$ cat src/rtl/fifo_wr_stream_adapter_if.sv
// ---------------------------------------------------------------------------
// fifo_wr_stream_adapter_if
//
// Bundles the signals around the async-FIFO write-side front end:
//   - source stream   : s_data, s_valid (to adapter), s_ready (from adapter)
//   - FIFO write side : wfull, wq2_rptr (to adapter), winc, wdata (from adapter)
//   - status          : wlevel, walmost_full, wwords (from adapter)
//
// Modports:
//   slave  - the adapter itself
//   master - whatever sits around the adapter (producer + FIFO pointer logic)
// ---------------------------------------------------------------------------
interface fifo_wr_stream_adapter_if #(
    parameter int DATA_WIDTH = 8,
    parameter int PTR_WIDTH  = 3,
    parameter int CNT_WIDTH  = 16
);
    // source stream
    logic [DATA_WIDTH-1:0] s_data;
    logic                  s_valid;
    logic                  s_ready;

    // FIFO write-pointer interface
    logic                  wfull;
    logic [PTR_WIDTH:0]    wq2_rptr;
    logic                  winc;
    logic [DATA_WIDTH-1:0] wdata;

    // status
    logic [PTR_WIDTH:0]    wlevel;
    logic                  walmost_full;
    logic [CNT_WIDTH-1:0]  wwords;

    modport slave (
        input  s_data,
        input  s_valid,
        output s_ready,
        input  wfull,
        input  wq2_rptr,
        output winc,
        output wdata,
        output wlevel,
        output walmost_full,
        output wwords
    );

    modport master (
        output s_data,
        output s_valid,
        input  s_ready,
        output wfull,
        output wq2_rptr,
        input  winc,
        input  wdata,
        input  wlevel,
        input  walmost_full,
        input  wwords
    );
endinterface

$ cat src/rtl/fifo_wr_stream_adapter.sv
// ---------------------------------------------------------------------------
// fifo_wr_stream_adapter
//
// Producer-side front end for the async FIFO write domain. Takes a
// valid/ready source stream and turns it into winc/wdata strobes for the
// FIFO write-pointer block, never writing while wfull is high. A 2-entry
// skid buffer (output register + skid register) lets s_ready be a pure
// register decode while still sustaining one word per cycle.
//
// The synchronized gray read pointer is converted to binary and compared
// with a local copy of the write pointer to report the fill level,
// an almost-full flag and a saturating count of written words.
//
// Ports:
//   wclk    - write-domain clock
//   wrst_n  - asynchronous active-low reset
//   bus     - fifo_wr_stream_adapter_if.slave:
//               s_data/s_valid/s_ready  source stream
//               wfull, wq2_rptr          from FIFO write-pointer logic
//               winc, wdata              FIFO write strobe and data
//               wlevel                   fill level, 0..2^PTR_WIDTH
//               walmost_full             wlevel >= AF_THRESH
//               wwords                   saturating written-word count
// ---------------------------------------------------------------------------
module fifo_wr_stream_adapter #(
    parameter int DATA_WIDTH = 8,
    parameter int PTR_WIDTH  = 3,
    parameter int AF_THRESH  = 6,
    parameter int CNT_WIDTH  = 16
) (
    input  logic                      wclk,
    input  logic                      wrst_n,
    fifo_wr_stream_adapter_if.slave   bus
);

    localparam logic [PTR_WIDTH:0] AF_LEVEL = (PTR_WIDTH + 1)'(AF_THRESH);

    // -----------------------------------------------------------------------
    // Skid buffer state
    //   EMPTY : nothing held
    //   ONE   : out_data_reg holds the word presented to the FIFO
    //   TWO   : out_data_reg presented, skid_data_reg holds the next word
    // -----------------------------------------------------------------------
    typedef enum logic [1:0] {
        ST_EMPTY = 2'd0,
        ST_ONE   = 2'd1,
        ST_TWO   = 2'd2
    } state_t;

    state_t                state_reg;
    state_t                state_next;

    logic [DATA_WIDTH-1:0] out_data_reg;
    logic [DATA_WIDTH-1:0] skid_data_reg;

    logic                  out_valid;
    logic                  skid_valid;
    logic                  accept;
    logic                  pop;

    logic                  load_out_from_in;
    logic                  load_out_from_skid;
    logic                  load_skid;

    // Both flags are decoded straight from the state register, so s_ready
    // has no combinational dependency on wfull or s_valid.
    assign out_valid  = (state_reg != ST_EMPTY);
    assign skid_valid = (state_reg == ST_TWO);

    assign accept = bus.s_valid & ~skid_valid;
    // The write strobe is gated by wfull here so a write can never be
    // issued against a full FIFO, regardless of the buffer state.
    assign pop    = out_valid & ~bus.wfull;

    assign bus.s_ready = ~skid_valid;
    assign bus.winc    = pop;
    assign bus.wdata   = out_data_reg;

    // -----------------------------------------------------------------------
    // FSM: state register
    // -----------------------------------------------------------------------
    always_ff @(posedge wclk or negedge wrst_n) begin
        if (!wrst_n) begin
            state_reg <= ST_EMPTY;
        end else begin
            state_reg <= state_next;
        end
    end

    // -----------------------------------------------------------------------
    // FSM: next state and data-register load enables
    // -----------------------------------------------------------------------
    always_comb begin
        state_next         = state_reg;
        load_out_from_in   = 1'b0;
        load_out_from_skid = 1'b0;
        load_skid          = 1'b0;

        case (state_reg)
            ST_EMPTY: begin
                if (accept) begin
                    state_next       = ST_ONE;
                    load_out_from_in = 1'b1;
                end
            end

            ST_ONE: begin
                if (accept && pop) begin
                    // Word leaves and a new one replaces it: no bubble.
                    state_next       = ST_ONE;
                    load_out_from_in = 1'b1;
                end else if (accept) begin
                    state_next = ST_TWO;
                    load_skid  = 1'b1;
                end else if (pop) begin
                    state_next = ST_EMPTY;
                end
            end

            ST_TWO: begin
                // accept is impossible here (s_ready=0)
                if (pop) begin
                    state_next         = ST_ONE;
                    load_out_from_skid = 1'b1;
                end
            end

            default: begin
                state_next = ST_EMPTY;
            end
        endcase
    end

    // -----------------------------------------------------------------------
    // Data registers
    // -----------------------------------------------------------------------
    always_ff @(posedge wclk or negedge wrst_n) begin
        if (!wrst_n) begin
            out_data_reg  <= '0;
            skid_data_reg <= '0;
        end else begin
            if (load_out_from_in) begin
                out_data_reg <= bus.s_data;
            end else if (load_out_from_skid) begin
                out_data_reg <= skid_data_reg;
            end
            if (load_skid) begin
                skid_data_reg <= bus.s_data;
            end
        end
    end

    // -----------------------------------------------------------------------
    // Gray to binary conversion of the synchronized read pointer.
    // Each binary bit is the XOR of all gray bits at or above it; written
    // as an explicit reduction so no bit depends on another bit of rbin.
    // -----------------------------------------------------------------------
    logic [PTR_WIDTH:0] rbin;

    generate
        genvar gi;
        for (gi = 0; gi <= PTR_WIDTH; gi++) begin : g_gray2bin
            assign rbin[gi] = ^bus.wq2_rptr[PTR_WIDTH:gi];
        end
    endgenerate

    // -----------------------------------------------------------------------
    // Local write count mirrors the FIFO write pointer (binary, wraps at
    // 2^(PTR_WIDTH+1)). Level uses the post-write value so wlevel lines up
    // with the registered wfull of the pointer block.
    // -----------------------------------------------------------------------
    logic [PTR_WIDTH:0]   wcount_reg;
    logic [PTR_WIDTH:0]   wcount_next;
    logic [PTR_WIDTH:0]   wlevel_reg;
    logic [PTR_WIDTH:0]   wlevel_next;
    logic                 walmost_full_reg;
    logic                 walmost_full_next;
    logic [CNT_WIDTH-1:0] wwords_reg;
    logic [CNT_WIDTH-1:0] wwords_next;

    assign wcount_next       = wcount_reg + {{PTR_WIDTH{1'b0}}, pop};
    assign wlevel_next       = wcount_next - rbin;
    assign walmost_full_next = (wlevel_next >= AF_LEVEL);

    // Saturating counter: stops at all-ones rather than wrapping.
    assign wwords_next = (pop && (wwords_reg != {CNT_WIDTH{1'b1}}))
                       ? wwords_reg + {{(CNT_WIDTH-1){1'b0}}, 1'b1}
                       : wwords_reg;

    always_ff @(posedge wclk or negedge wrst_n) begin
        if (!wrst_n) begin
            wcount_reg       <= '0;
            wlevel_reg       <= '0;
            walmost_full_reg <= 1'b0;
            wwords_reg       <= '0;
        end else begin
            wcount_reg       <= wcount_next;
            wlevel_reg       <= wlevel_next;
            walmost_full_reg <= walmost_full_next;
            wwords_reg       <= wwords_next;
        end
    end

    assign bus.wlevel       = wlevel_reg;
    assign bus.walmost_full = walmost_full_reg;
    assign bus.wwords       = wwords_reg;

endmodule

$ cat src/flat_wrapper.sv
// flat-port wrapper written by rule: the top's interface ports become plain ports
module fifo_wr_stream_adapter_flat 
#(
    parameter int DATA_WIDTH = 8,
    parameter int PTR_WIDTH  = 3,
    parameter int AF_THRESH  = 6,
    parameter int CNT_WIDTH  = 16
)
  (wclk, wrst_n, bus_s_data, bus_s_valid, bus_s_ready, bus_wfull, bus_wq2_rptr, bus_winc, bus_wdata, bus_wlevel, bus_walmost_full, bus_wwords);
  fifo_wr_stream_adapter_if #(.DATA_WIDTH(DATA_WIDTH), .PTR_WIDTH(PTR_WIDTH), .CNT_WIDTH(CNT_WIDTH)) bus_i ();
  input  logic wclk;
  input  logic wrst_n;
  input wire logic [$bits(bus_i.s_data)-1:0] bus_s_data;
  input wire logic [$bits(bus_i.s_valid)-1:0] bus_s_valid;
  output wire logic [$bits(bus_i.s_ready)-1:0] bus_s_ready;
  input wire logic [$bits(bus_i.wfull)-1:0] bus_wfull;
  input wire logic [$bits(bus_i.wq2_rptr)-1:0] bus_wq2_rptr;
  output wire logic [$bits(bus_i.winc)-1:0] bus_winc;
  output wire logic [$bits(bus_i.wdata)-1:0] bus_wdata;
  output wire logic [$bits(bus_i.wlevel)-1:0] bus_wlevel;
  output wire logic [$bits(bus_i.walmost_full)-1:0] bus_walmost_full;
  output wire logic [$bits(bus_i.wwords)-1:0] bus_wwords;
  assign bus_i.s_data = bus_s_data;
  assign bus_i.s_valid = bus_s_valid;
  assign bus_s_ready = bus_i.s_ready;
  assign bus_i.wfull = bus_wfull;
  assign bus_i.wq2_rptr = bus_wq2_rptr;
  assign bus_winc = bus_i.winc;
  assign bus_wdata = bus_i.wdata;
  assign bus_wlevel = bus_i.wlevel;
  assign bus_walmost_full = bus_i.walmost_full;
  assign bus_wwords = bus_i.wwords;
  fifo_wr_stream_adapter #(.DATA_WIDTH(DATA_WIDTH), .PTR_WIDTH(PTR_WIDTH), .AF_THRESH(AF_THRESH), .CNT_WIDTH(CNT_WIDTH)) u_core (.wclk(wclk), .wrst_n(wrst_n), .bus(bus_i));
endmodule
$ cat config.mk
export PLATFORM = sky130hd
export DESIGN_NAME = fifo_wr_stream_adapter_flat
export DESIGN_NICKNAME = d
export VERILOG_FILES = /design/src/rtl/fifo_wr_stream_adapter_if.sv /design/src/rtl/fifo_wr_stream_adapter.sv /design/src/flat_wrapper.sv
export SDC_FILE = /design/constraint.sdc
export NUM_CORES = 1
export LEC_CHECK = 0
export CAP_MARGIN = 10
export CORE_MARGIN = 5
export CORE_UTILIZATION = 53
export CTS_CLUSTER_SIZE = 30
export DETAILED_ROUTE_END_ITERATION = 16
export GPL_TIMING_DRIVEN = 0
export PLACE_DENSITY = 0.85
export SETUP_SLACK_MARGIN = 0.05
export SKIP_CTS_REPAIR_TIMING = 1
export SLEW_MARGIN = 20
export SYNTH_ARGS = -nofsm -noshare
export SYNTH_HDL_FRONTEND = slang
export SYNTH_SLANG_ARGS = --single-unit
$ cat constraint.sdc
create_clock -name wclk -period 5.35 [get_ports wclk]
set_input_delay 1.07 -clock wclk [delete_from_list [all_inputs] [get_ports wclk]]
set_output_delay 1.07 -clock wclk [all_outputs]
set_load 0.03 [all_outputs]
Word level (Yosys, flattened, before mapping)
Cells that the tools add are included.

Flip-flop bits (word level): 43. Word-level logic and storage cells: 45.

Add/subtract/negate cells: 3. $lt $le $gt $ge: 1. Equality and inequality tests: 6. Mux-type cells: 15. Bitwise logic cells: 4. Reductions and logical operators: 9.

Operators with widths (number): 16-bit by 1-bit adder with 16-bit output, second input constant (1); 8-bit two-way mux (2); 16-bit inequality test, second input constant (1); 2-bit two-way mux (5); 1-bit two-way mux (6); 2-bit case mux with 3 select lines (1); 4-bit by 1-bit adder with 4-bit output (1); 4-bit by 3-bit greater-or-equal comparator with 1-bit output, second input constant (1); 4-bit by 1-bit inequality test with 1-bit output, second input constant (1); 2-bit nonzero test (2); 4-bit parity (1); 4-bit subtractor (1); 3-bit AND reduction (1); 3-bit parity (1); 1-bit bitwise AND (2); 2-bit by 1-bit == test with 1-bit output, second input constant (1); 2-bit == test, second input constant (1); 1-bit logical AND (2); 2-bit logical NOT (1); 2-bit by 1-bit inequality test with 1-bit output, second input constant (1); 2-bit inequality test, second input constant (1); 1-bit NOT (2); 1-bit case mux with 2 select lines (1); 2-bit parity (1).

Depth between registers and ports, before layout
Depth in word-level cells: 7. Depth in mapped cells: 10. Mapped depth without buffers: 10.

Least setup slack after synthesis
No wires, ideal clock.

Kind: input to register. Start: input port bus_wfull. End: register u_core.walmost_full_reg (netlist: u_core.bus.walmost_full). Library setup time: 0.118 ns. Data arrival time: 2.909 ns. Data required time: 5.232 ns. Path slack: 2.323 ns. Stages on the path: 10. Path through: o21bai_2 -> inv_2 -> ha_1 -> ha_1 -> xor2_1 -> ha_1 -> nand2_1 -> o21ai_0 -> xnor3_1 -> a21o_1.

Word-level cells in the longest chain between the ends: 5.

RTL lines: from (decl) (line flat_wrapper.sv:16) `input wire logic [$bits(bus_i.wfull)-1:0] bus_wfull;`; 1-bit NOT (line fifo_wr_stream_adapter.sv:73) `assign pop = out_valid & ~bus.wfull;`; 1-bit bitwise AND (line fifo_wr_stream_adapter.sv:73); net bus_winc (line flat_wrapper.sv:18) `output wire logic [$bits(bus_i.winc)-1:0] bus_winc;`; 4-bit by 1-bit adder with 4-bit output (line fifo_wr_stream_adapter.sv:181) `assign wcount_next = wcount_reg + {{PTR_WIDTH{1'b0}}, pop};`; net u_core.wcount_next[2] (line fifo_wr_stream_adapter.sv:173) `logic [PTR_WIDTH:0] wcount_next;`; 4-bit subtractor (line fifo_wr_stream_adapter.sv:182) `assign wlevel_next = wcount_next - rbin;`; net u_core.wlevel_next[3] (line fifo_wr_stream_adapter.sv:175) `logic [PTR_WIDTH:0] wlevel_next;`; 4-bit by 3-bit greater-or-equal comparator with 1-bit output (line fifo_wr_stream_adapter.sv:183) `assign walmost_full_next = (wlevel_next >= AF_LEVEL);`; net u_core.walmost_full_next (line fifo_wr_stream_adapter.sv:177) `logic walmost_full_next;`; to (signal assigned) (line fifo_wr_stream_adapter.sv:199) `walmost_full_reg <= walmost_full_next;`; to (decl) (line fifo_wr_stream_adapter.sv:176) `logic walmost_full_reg;`.

The timed path passes the listed nets, and every way through them passes these cells. A chain may end at the register's enable or synchronous reset.

Worst setup path in the final report
Start: input port bus_wfull. End: output port bus_winc.

Word-level cells in the longest chain between the ends: 2.

RTL lines (line): 1-bit NOT (fifo_wr_stream_adapter.sv:73); 1-bit bitwise AND (fifo_wr_stream_adapter.sv:73); to (decl) (flat_wrapper.sv:18).

Every way passes these cells.

==> summary.txt <==
Placement
  • Pre-CTS WS: 1508 ps
  • Port Buffers: 46
  • DP HPWL: 2.991 mm
  • Placer Congestion: 0.7717

Setup path
  • Worst setup path category: in2out
  • WP data required: 4280 ps
  • CP max FO: 9
  • Arr. time, crit path: 2770 ps
  • CP Launch Type: input port
  • Critical Path Sink Type: output pin

Global route
  • Total GRT Usage: 16.55%
  • Initial antenna violation count: 0
  • First-pass GRT wire length: 6.782 mm
  • Vias in the first global route: 1471
  • GRT overflow: 0
  • Largest net degree at the start of global routing: 34

Cells and area
  • # diodes: 0
  • Area Overhead vs Synth: 30.51%
  • Final net count: 250
  • Final Util: 72.25%
  • Proportion of layout cells with a drive suffix above 1: 13.66%
  • Register area: 1076 um2
  • Area of the multi-input gates: 928.4 um2
  • Filler instances: 291
  • Max reg flops: 16

Timing
  • RSZ-0062 raised after global routing: no
  • Setup ws final: 1507 ps
  • Max Clock Freq: 260.2 MHz
  • Hold WS: 490.5 ps
  • Final setup skew: 3.599 ps
  • Worst-margin pin slew: 576.6 ps
  • Slew Limit Fails: 0
  • Final setup fails: 0
  • Fin crit period: 3843 ps
  • Relative slew slack: 61.21%
  • Final-report hold violation count: 0
  • Post-route clock period utilization: 71.83%
  • Final setup TNS: 0 ps

Floorplan
  • Die Height: 72.07 um
  • Chip width: 72.07 um
  • # rows: 22
  • Die ar.: 5194 um2
  • I/O pin total: 47
  • Floorplan core area: 3689 um2
  • Initial Util: 55.36%

Power and ir drop
  • Sequential share of power: 41.0%
  • Int Power: 770.7 uW
  • Total power: 1.211 mW
  • Sw Share: 36.37%
  • Combinational Power Share: 42.2%
  • Clock power share: 16.8%
  • Net Sw Power: 440.5 uW
  • Leakage: 1.124 nW
  • Power Dens Cells: 454.5 nW/um2
  • Peak supply drop: 321.7 uV

Synthesis
  • Ys Warns: 0
  • EDFF count, synth: 0
  • Top cells by area, synth: dfrtp_1, mux2_2, xnor2_1
  • Unique masters post-synth: 41
  • Async SR Flop Fraction: 100.0%
  • Post-synth top area cell: dfrtp_1
  • Share of the synthesized area in the top cell type: 52.70%
  • Synth cell count leaders: dfrtp_1, nand2_1, mux2_2, o21ai_0, xnor2_1
  • Cell Area, Synth: 2042 um2
  • Cells after Synth: 173
  • Synthesized area per cell: 11.80 um2
  • Count leader, synth: dfrtp_1
  • Synth Register Bits: 43
  • Most used DFF post-synth: dfrtp_1
  • Synth Net Count: 196
  • Post-synthesis sequential area ratio: 52.70%

Route
  • Vias: 1458
  • DRT Wirelength: 3.873 mm
  • Initial DRT Pass Iterations: 4
  • DRC marker count from the first detailed-route iteration: 87
  • Detail Route Antenna Nets: 0
  • DRC Markers: 0
  • Wire length per cell: 14.08 um
  • Via density: 5.302

CTS
  • CTS clk-pin slew, worst paths: 70 ps
  • Number of H-tree levels: 2
  • Sink Count: 43
  • CTS Buffer Depth: 2
  • Root Buffer: clkbuf_8
  • CTS Buf Count: 5
  • Worst-skew pair later-pin latency: 290 ps
  • CTS tree: done

Job
  • MaxCap Viol Count: 0

Min path
  • Hold Crit Class: reg2reg

Outcome
  • Status: completed
## worst paths after layout
kind                                      startpoint                 endpoint  slack [ps]  cells past startpoint
worst max-delay path                       bus_wfull                 bus_winc        1510                      4
min in group asynchronous                     wrst_n  u_core.skid_data_reg[5]         640                      1
worst min register to register  u_core.wcount_reg[0]     u_core.wcount_reg[0]         490                      1
worst min-delay path            u_core.wcount_reg[0]     u_core.wcount_reg[0]         490                      1
max in group asynchronous                     wrst_n     u_core.bus.wwords[1]        4270                      2
worst max register to register   u_core.state_reg[1]  u_core.bus.walmost_full        2700                     10
## per-layer routing
metal | routed length [um] | vias to the layer above | global-route usage (%)
met4 | 33 | 0 | 5.010
met3 | 184 | 4 | 4.017
li1 | - | 722 | -
met2 | 1915 | 27 | 26.49
met1 | 1741 | 705 | 22.34
met5 | 0 | - | 0
## cells in the final DEF, fill, tap and decap left out, drive strengths merged, types with 2 or more instances in the layout
master / instances
nor2b: 2
nor4: 2
nand3: 10
clkbuf: 8
dfrtp: 43
nor2: 6
mux2: 12
and3: 2
xnor2: 10
a31oi: 2
o211ai: 3
mux2i: 8
nand4: 4
nand2: 15
inv: 8
o21ai: 12
ha: 6
a21oi: 6
buf: 2
xor2: 4
clkdlybuf4s50: 45
a211oi: 2
## layout make-up
cell class | instances | share of cell area (%)
Buffer | 2 | 0.2817
Clock buffer | 6 | 3.099
Clock inverter | 1 | 0.1878
Inverter | 8 | 1.127
Multi-Input combinational cell | 120 | 34.84
Sequential cell | 43 | 40.38
Tap cell | 48 | 2.254
Timing Repair Buffer | 47 | 17.84
## power groups by stage
stage                     Clock (mW)  Combinational (mW)  Sequential, mW
after floorplan                    0               0.217           0.611
after detailed placement           0               0.521           0.504
final                          0.203               0.511           0.497
after global routing           0.218               0.572           0.515
after CTS                      0.207               0.523           0.497
after global placement             0               0.511           0.501
## cell families after synthesis
| family | share of synthesized area, % |
|---|---|
| and+or+nand+nor | 13.11 |
| DFF | 52.70 |
| AOI/OAI and AO/OA | 9.866 |
| muxes | 10.72 |
| xor gates and xnor gates | 7.107 |
| buffers and inverters | 1.838 |
| adders and majority gates | 4.657 |
## per-stage QoR
step	cell area, um2	cells
final	2665	275
after floorplan	2042	173
after CTS	2665	275
after global placement	2562	267
after global routing	2665	275
after detailed placement	2577	268
## critical path, stage by stage
cell             delay [ps]
clkdlybuf4s50_1         500
o21bai_2                310
inv_2                   190
clkdlybuf4s50_1         710
(Power assumes the default switching activity.)
